==> src/rtl/fp8_to_fixed.sv <==
// fp8_to_fixed
//   Iterative decoder from the adder's 8-bit float ([7]=S, [6:4]=E, [3:0]=F,
//   value = (-1)^S * 1.F * 2^(E-BIAS)) to signed Q(OUT_W-FRAC_W).FRAC_W.
//   The magnitude moves one bit per cycle, so a result takes |sh|+1 cycles
//   after accept and one op occupies the block for |sh|+3 cycles.
//
// Ports
//   clk, rst_n           clock (rising edge), async active-low reset
//   in_valid/in_ready    operand handshake; in_ready is high only in IDLE
//   in_data[7:0]         float operand, sampled only at accept
//   out_valid/out_ready  result handshake; result held until accepted
//   out_data[OUT_W-1:0]  signed fixed-point result
//   out_ovf              magnitude did not fit OUT_W-1 bits (with out_valid)
//
// Configuration
//   FP8_TO_FIXED_SAT_EN  when defined, overflowing results saturate to the
//                        most positive/negative code; otherwise they wrap.
module fp8_to_fixed #(
  parameter int OUT_W  = 16,
  parameter int FRAC_W = 8,
  parameter int BIAS   = 3
) (
  input  logic             clk,
  input  logic             rst_n,
  input  logic             in_valid,
  output logic             in_ready,
  input  logic [7:0]       in_data,
  output logic             out_valid,
  input  logic             out_ready,
  output logic [OUT_W-1:0] out_data,
  output logic             out_ovf
);

  // sh = E - BIAS - 4 + FRAC_W is monotonic in E, so the extremes are E=0/7.
  localparam int SH_LO  = FRAC_W - BIAS - 4;
  localparam int SH_HI  = SH_LO + 7;
  localparam int ABS_LO = (SH_LO < 0) ? -SH_LO : SH_LO;
  localparam int ABS_HI = (SH_HI < 0) ? -SH_HI : SH_HI;
  localparam int MAXN   = (ABS_LO > ABS_HI) ? ABS_LO : ABS_HI;
  localparam int CNT_W  = (MAXN < 2) ? 1 : $clog2(MAXN + 1);

  typedef enum logic [1:0] {IDLE, SHIFT, SIGN, DONE} state_t;

  state_t             state_q, state_d;
  logic [OUT_W-1:0]   mag_q, mag_d;
  logic [CNT_W-1:0]   cnt_q, cnt_d;
  logic               ovf_q, ovf_d;
  logic               sgn_q, sgn_d;
  logic               left_q, left_d;
  logic [OUT_W-1:0]   data_q, data_d;
  logic               oovf_q, oovf_d;

  // Operand decode
  int                 sh, n_full;
  logic               is_zero;
  logic [CNT_W-1:0]   n;

  always_comb begin
    sh      = int'(in_data[6:4]) + SH_LO;
    n_full  = (sh < 0) ? -sh : sh;
    is_zero = (in_data[6:0] == 7'd0);   // sign ignored: 0x80 decodes to 0
    n       = is_zero ? '0 : n_full[CNT_W-1:0];
  end

  // State register
  always_ff @(posedge clk or negedge rst_n) begin
    if (!rst_n) state_q <= IDLE;
    else        state_q <= state_d;
  end

  // Next state
  always_comb begin
    state_d = state_q;
    case (state_q)
      IDLE:  if (in_valid) state_d = (n != '0) ? SHIFT : SIGN;
      SHIFT: if (cnt_q == CNT_W'(1)) state_d = SIGN;
      SIGN:  state_d = DONE;
      DONE:  if (out_ready) state_d = IDLE;
      default: state_d = IDLE;
    endcase
  end

  // Outputs
  always_comb begin
    in_ready  = (state_q == IDLE);
    out_valid = (state_q == DONE);
    out_data  = data_q;
    out_ovf   = oovf_q;
  end

  // Datapath
  logic             ovf_fin;
  logic [OUT_W-1:0] signed_mag;

  always_comb begin
    mag_d      = mag_q;
    cnt_d      = cnt_q;
    ovf_d      = ovf_q;
    sgn_d      = sgn_q;
    left_d     = left_q;
    data_d     = data_q;
    oovf_d     = oovf_q;
    // Magnitude must fit OUT_W-1 bits, so -2^(OUT_W-1) also counts as overflow.
    ovf_fin    = ovf_q | mag_q[OUT_W-1];
    signed_mag = sgn_q ? (~mag_q + OUT_W'(1)) : mag_q;
    case (state_q)
      IDLE: if (in_valid) begin
        mag_d  = is_zero ? '0 : OUT_W'({1'b1, in_data[3:0]});
        cnt_d  = n;
        ovf_d  = 1'b0;
        sgn_d  = in_data[7];
        left_d = (sh > 0);
      end
      SHIFT: begin
        if (left_q) begin
          ovf_d = ovf_q | mag_q[OUT_W-1];   // sticky: a 1 leaves the top
          mag_d = mag_q << 1;
        end else begin
          mag_d = mag_q >> 1;               // truncation toward zero
        end
        cnt_d = cnt_q - CNT_W'(1);
      end
      SIGN: begin
        ovf_d  = ovf_fin;
        oovf_d = ovf_fin;
`ifdef FP8_TO_FIXED_SAT_EN
        if (ovf_fin)
          data_d = sgn_q ? {1'b1, {(OUT_W-1){1'b0}}} : {1'b0, {(OUT_W-1){1'b1}}};
        else
          data_d = signed_mag;
`else
        data_d = signed_mag;
`endif
      end
      default: ;
    endcase
  end

  always_ff @(posedge clk or negedge rst_n) begin
    if (!rst_n) begin
      mag_q  <= '0;
      cnt_q  <= '0;
      ovf_q  <= 1'b0;
      sgn_q  <= 1'b0;
      left_q <= 1'b0;
      data_q <= '0;
      oovf_q <= 1'b0;
    end else begin
      mag_q  <= mag_d;
      cnt_q  <= cnt_d;
      ovf_q  <= ovf_d;
      sgn_q  <= sgn_d;
      left_q <= left_d;
      data_q <= data_d;
      oovf_q <= oovf_d;
    end
  end

endmodule

==> config.mk <==
export PLATFORM = sky130hd
export DESIGN_NAME = fp8_to_fixed
export DESIGN_NICKNAME = d
export VERILOG_FILES = /design/src/rtl/fp8_to_fixed.sv
export SDC_FILE = /design/constraint.sdc
export NUM_CORES = 1
export LEC_CHECK = 0
export ABC_AREA = 0
export BUFFER_PORTS_ARGS = -buffer_cell sky130_fd_sc_hd__buf_2
export CAP_MARGIN = 20
export CORE_AREA = 2 2 91 58
export CTS_BUF_LIST = sky130_fd_sc_hd__clkbuf_8
export CTS_CLUSTER_DIAMETER = 50
export CTS_CLUSTER_SIZE = 24
export DETAILED_ROUTE_END_ITERATION = 10
export DIE_AREA = 0 0 93 60
export GPL_ROUTABILITY_DRIVEN = 0
export GPL_TIMING_DRIVEN = 0
export HOLD_SLACK_MARGIN = 0.08
export PLACE_DENSITY_LB_ADDON = 0.15
export SYNTH_ARGS = -nofsm -noshare
export SYNTH_HDL_FRONTEND = slang
export SYNTH_SLANG_ARGS = --single-unit
==> constraint.sdc <==
create_clock -name clk -period 1.7 [get_ports clk]
set_clock_uncertainty 0.1 [all_clocks]
set_input_delay 0.425 -clock clk [delete_from_list [all_inputs] [get_ports clk]]
set_output_delay 0.425 -clock clk [all_outputs]
set_load 0.005 [all_outputs]
## Word level (Yosys, flattened, before mapping)

Cells that the tools add are included.

| storage, ports and cells | value |
|---|---|
| register bits | 42 |
| input port bits | 12 |
| output and inout bits | 19 |
| logic and storage cells | 50 |

| operators by class | value |
|---|---|
| add/subtract/negate cells | 4 |
| magnitude comparators | 2 |
| eq/ne operators | 8 |
| muxes and demuxes | 17 |
| bitwise gates (word level) | 2 |
| reduce and logical (&&, ||, !) cells | 9 |

Operators with widths:

| kind | number |
|---|---|
| 16-bit 2-to-1 mux | 3 |
| 16-bit one-hot mux with 2 select lines | 1 |
| 16-bit by 1-bit adder with 16-bit output, second input constant | 1 |
| 16-bit NOT | 1 |
| 4-bit 2-to-1 mux | 3 |
| 2-bit 2-to-1 mux | 4 |
| 2-bit one-hot mux with 4 select lines | 1 |
| 4-bit one-hot mux with 2 select lines | 1 |
| 7-bit logical NOT | 1 |
| 2-bit != test, second input constant | 3 |
| 3-bit AND reduction | 2 |
| 5-bit 2-to-1 mux | 1 |
| 3-bit by 1-bit adder with 4-bit output, second input constant | 1 |
| 2-bit == test, second input constant | 2 |
| 4-bit by 1-bit == test with 1-bit output, second input constant | 1 |
| 4-bit by 1-bit greater-than comparator with 1-bit output, second input constant | 1 |
| 4-bit by 1-bit < comparator with 1-bit output, second input constant | 1 |
| 4-bit negator | 1 |
| 2-bit AND reduction | 2 |
| 4-bit nonzero test | 1 |
| 4-bit by 1-bit subtractor with 4-bit output, second input constant | 1 |
| 1-bit one-hot mux with 3 select lines | 1 |
| 3-bit nonzero test | 1 |
| 2-bit by 1-bit == test with 1-bit output, second input constant | 1 |
| 5 further kinds | 6 |

## Depth between registers and ports, before layout

| logic depth | value |
|---|---|
| word-level depth | 8 |
| gate-level depth with buffers | 8 |
| mapped depth without buffers | 6 |

## Worst setup path before layout

OpenSTA, ideal clock, no wires.

| path | value |
|---|---|
| kind | register -> register |
| start | reg state_q[1] |
| end | reg mag_q[2] |
| setup time | 118 ps |
| arrival time | 1593 ps |
| data required time | 1482 ps |
| setup slack | -111 ps |
| stages on the path, launching flop included | 8 |
| path buffers | 2 |
| clock period less this slack | 1811 ps |
| cell sequence | dfrtp_1 -> inv_1 -> ha_1 -> clkbuf_1 -> inv_1 -> o21a_1 -> clkbuf_1 -> a21o_1 |

| between the ends | value |
|---|---|
| longest elaborated chain between the ends | 3 |
| elaborated cells on any way between the ends | 6 |
| those cells by class | eq/ne (2); mux (1); reduce/logical (3) |

Ends and longest elaborated chain:

| what | line | RTL |
|---|---|---|
| start, declared | 44 | `state_t state_q, state_d;` |
| start signal, assigned | 68 | `else state_q <= state_d;` |
| 2-bit by 1-bit == test with 1-bit output / 2-bit logical NOT (equally long branches) | 106 | `case (state_q)` |
| 2-bit nonzero test (no line) / 2-bit != test (equally long branches) | - |  |
| 2-bit AND reduction (no line) | - |  |
| end signal, assigned | 149 | `mag_q <= mag_d;` |
| end, declared | 45 | `logic [OUT_W-1:0] mag_q, mag_d;` |

Parallel ways exist; a longest one is shown, timed or not.
A chain may end at the register's enable or synchronous reset.

## Worst setup path in the final report

| path | value |
|---|---|
| start | reg mag_q[11] |
| end | reg data_q[13] (netlist: out_data[13]) |

| between the ends | value |
|---|---|
| longest elaborated chain between the ends | 3 |

Ends and longest elaborated chain:

| what | line | RTL |
|---|---|---|
| 16-bit NOT | 105 | `signed_mag = sgn_q ? (~mag_q + OUT_W'(1)) : mag_q;` |
| 16-bit by 1-bit adder with 16-bit output | 105 |  |
| 16-bit 2-to-1 mux | 105 |  |
| end signal, assigned | 154 | `data_q <= data_d;` |
| end, declared | 50 | `logic [OUT_W-1:0] data_q, data_d;` |

No other way between the ends.

==> impl_results.md <==
* Run status: complete, but fails checks
* Failing checks: negative setup slack
* Worst vdd ir at 1.02 mV
* WS Path Type: reg -> reg
* Clock latency on the worst-skew pair at 0.29 ns
* First DRT Iteration DRCs at 206
* Via density at 5.87
* Initial DRT Pass Iterations at 5
* Met1 usage at 0.371
* Hold Fails Final Rpt at 0
* Post-synth EDFFs at 0
* Die width at 93 um
* Post-Place Cells at 360
* Ports at 31
* Synth area leaders: dfrtp_1 (42%), mux2i_1 (6.4%), ha_1 (5.0%)
* Critical path peak fanout at 3
* Core area at 4800 sq um
* Arr. time, crit path at 2.01 ns
* Initial Util at 0.519
* Hold_ws at 0.174 ns
* CTS buffer count at 5
* Core Rows at 20
* Worst EP required at 1.81 ns
* Total track usage at 0.247
* Die ar. at 5580 sq um
* Vias in the first global route at 2023
* Non-Filler Instances at 394
* Global Route met3 Usage at 0.0416
* GRT Residual Overflow at 0
* Leak at 1.63 nW
* Min cycle time layout at 1.90 ns
* Largest net degree at the start of global routing at 43
* Hold WC Path Type: in -> async
* Drt total wl at 7220 um
* FFs w/ async S/R, synth at 1.00
* H-Tree Depth at 2
* Sink Count at 42
* Nets@finish at 349
* Top cell type's share of synthesized area at 0.421
* Warnings, synthesis at 0
* Sequential element share of the synthesized area at 0.421
* Antenna-violating nets left at 0
* Synth-to-layout area growth at 42.5%
* CTS root buffer: clkbuf_8
* Synth Cell Area at 2490 sq um
* Dpl hpwl at 4160 um
* Clk pin slew, worst setup/hold paths at 0.08 ns
* Fin worst setup slack at -0.200 ns
* Maxcap violations at 0
* CTS tree: built
* Cts hold-fix bufs at 0
* Max Buffers Root-to-Sink at 2
* N_diodes at 0
* Share of cells above drive strength 1 at 0.509
* Vias at 2313
* Met2 usage at 0.389
* F_max at 526 MHz
* Post-synth top area cell: dfrtp_1
* Busiest layer in global routing: met2
* Drt drc at 0
* Startpoint Class: register
* RSZ-0062 raised after global routing: true
* Die Y at 60 um
* Max-slew violations at 0
* Slew margin rel. at 0.373
* Mapped Cells at 264
* Post-synthesis sequential element count at 42
* Worst Setup End Kind: register
* Drt wl/cell at 18.3 um
* Power Density at 2050 nW/um^2
* Number of buffers added on ports at 30
* Syn nets at 286
* Synthesized area per cell at 9.45 sq um
* Crit share post-route at 1.12
* Netlist cell types at 47
* Setup violations, final at 17
* Most common flop cell mapped by yosys: dfrtp_1
* Worst-Margin Slew at 0.941 ns
* First-pass GRT wire length at 10400 um
* Initial antenna violation count at 0
where the power goes:
part           internal [mW]  total [mW]  switching (mW)
clock                  0.433       0.788           0.355
combinational           2.33        4.68            2.35
sequential              1.42        1.81           0.395
total                   4.17        7.28            3.11
worst paths after layout:
| kind | from | slack (ns) | cells after the start | to |
|---|---|---|---|---|
| max | mag_q[11] | -0.20 | 4 | out_data[13] |
| min | rst_n | 0.17 | 1 | cnt_q[3] |
| max reg2reg | mag_q[11] | -0.20 | 4 | out_data[13] |
| min reg2reg | out_data[0] | 0.41 | 1 | out_data[0] |
| max in group asynchronous | rst_n | 0.68 | 1 | mag_q[2] |
| min in group clk | in_data[7] | 0.28 | 2 | sgn_q |
placed cells by master (no fill, tap or decap), types with 5 or more instances in the layout:
master | Yosys | layout
dfrtp_2 | 0 | 11
dfrtp_1 | 42 | 31
nand2_2 | 0 | 11
o21ai_2 | 0 | 14
ha_4 | 0 | 5
inv_1 | 13 | 9
buf_6 | 1 | 7
xor2_1 | 10 | 10
nor2_1 | 25 | 25
nand2_1 | 22 | 10
buf_4 | 0 | 24
buf_2 | 4 | 30
buf_8 | 0 | 5
mux2i_1 | 16 | 16
nand3b_1 | 5 | 5
clkbuf_8 | 0 | 5
a21oi_1 | 20 | 18
per-layer routing:
metal  routed length, um  vias up
li1                    -     1059
met4                  25        0
met1                3410     1156
met2                3340       94
met3                 438        4
met5                   0        -
through the flow:
stage	total power, mW	setup WS [ns]	util	TNS (ns)	instance area, sq um
6_report	7.28	-0.200	0.740	-1.14	3550
5_1_grt	7.73	-0.215	0.740	-2.61	3550
4_1_cts	6.07	-0.151	0.657	-0.626	3160
3_5_place_dp	4.59	-0.395	0.571	-9.97	2740
3_3_place_gp	4.55	-0.383	0.571	-9.01	2740
2_1_floorplan	3.78	-0.0508	-	-0.108	2510
flip-flops by register name, indices dropped and copies added (netlist names):
signal and cells:
out_ovf 1, cnt_q 4, ovf_q 1, out_data 16
sgn_q 1, mag_q 16, left_q 1, state_q 2
cells in the mapped netlist (3+ instances only):
cell / count
mux2_2: 3
nor3_1: 5
inv_1: 13
mux2i_1: 16
dfrtp_1: 42
xor2_1: 10
o21ai_0: 20
o41ai_2: 3
buf_2: 4
ha_1: 10
o31ai_1: 4
nor2_1: 25
a21oi_1: 20
nand3b_1: 5
or3_1: 3
a211oi_1: 5
nor2b_1: 3
nand3_1: 4
clkbuf_1: 12
nand2_1: 22
critical path, cell delays in order (launching register included):
cell      delay [ns]
dfrtp_2         0.43
or4_4           0.59
nor4_4          0.30
mux2_4          0.33
o221ai_2        0.06
cells by family after synthesis:
logic type               Yosys count  synth area share
multiplexers                      20            0.0823
flip-flops                        42             0.421
adder cells (fa/ha/maj)           10            0.0502
buffers and inverters             31            0.0517
XOR/XNOR                          12            0.0421
AND/OR/NAND/NOR                   79             0.158
AO/OA/AOI/OAI                     70             0.194
area by class of cell:
type                       instances  area, sq um
multi-input combinational        191         1640
fill                             338         1250
sequential                        42         1060
timing repair buffer              62          483
buffer                            12          121
tap                               66         82.6
clock buffer                       5         68.8
inverter                          13         53.8
clock inverter                     3         40.0
what timing repair did:
item,in CTS,in global routing
hold endpoints to repair,0,0
cloned,0,3
pin swaps,13,33
resized for setup,52,80
endpoints found under the setup margin,40,39
setup buffers,19,10
(Power assumes the default switching activity.)
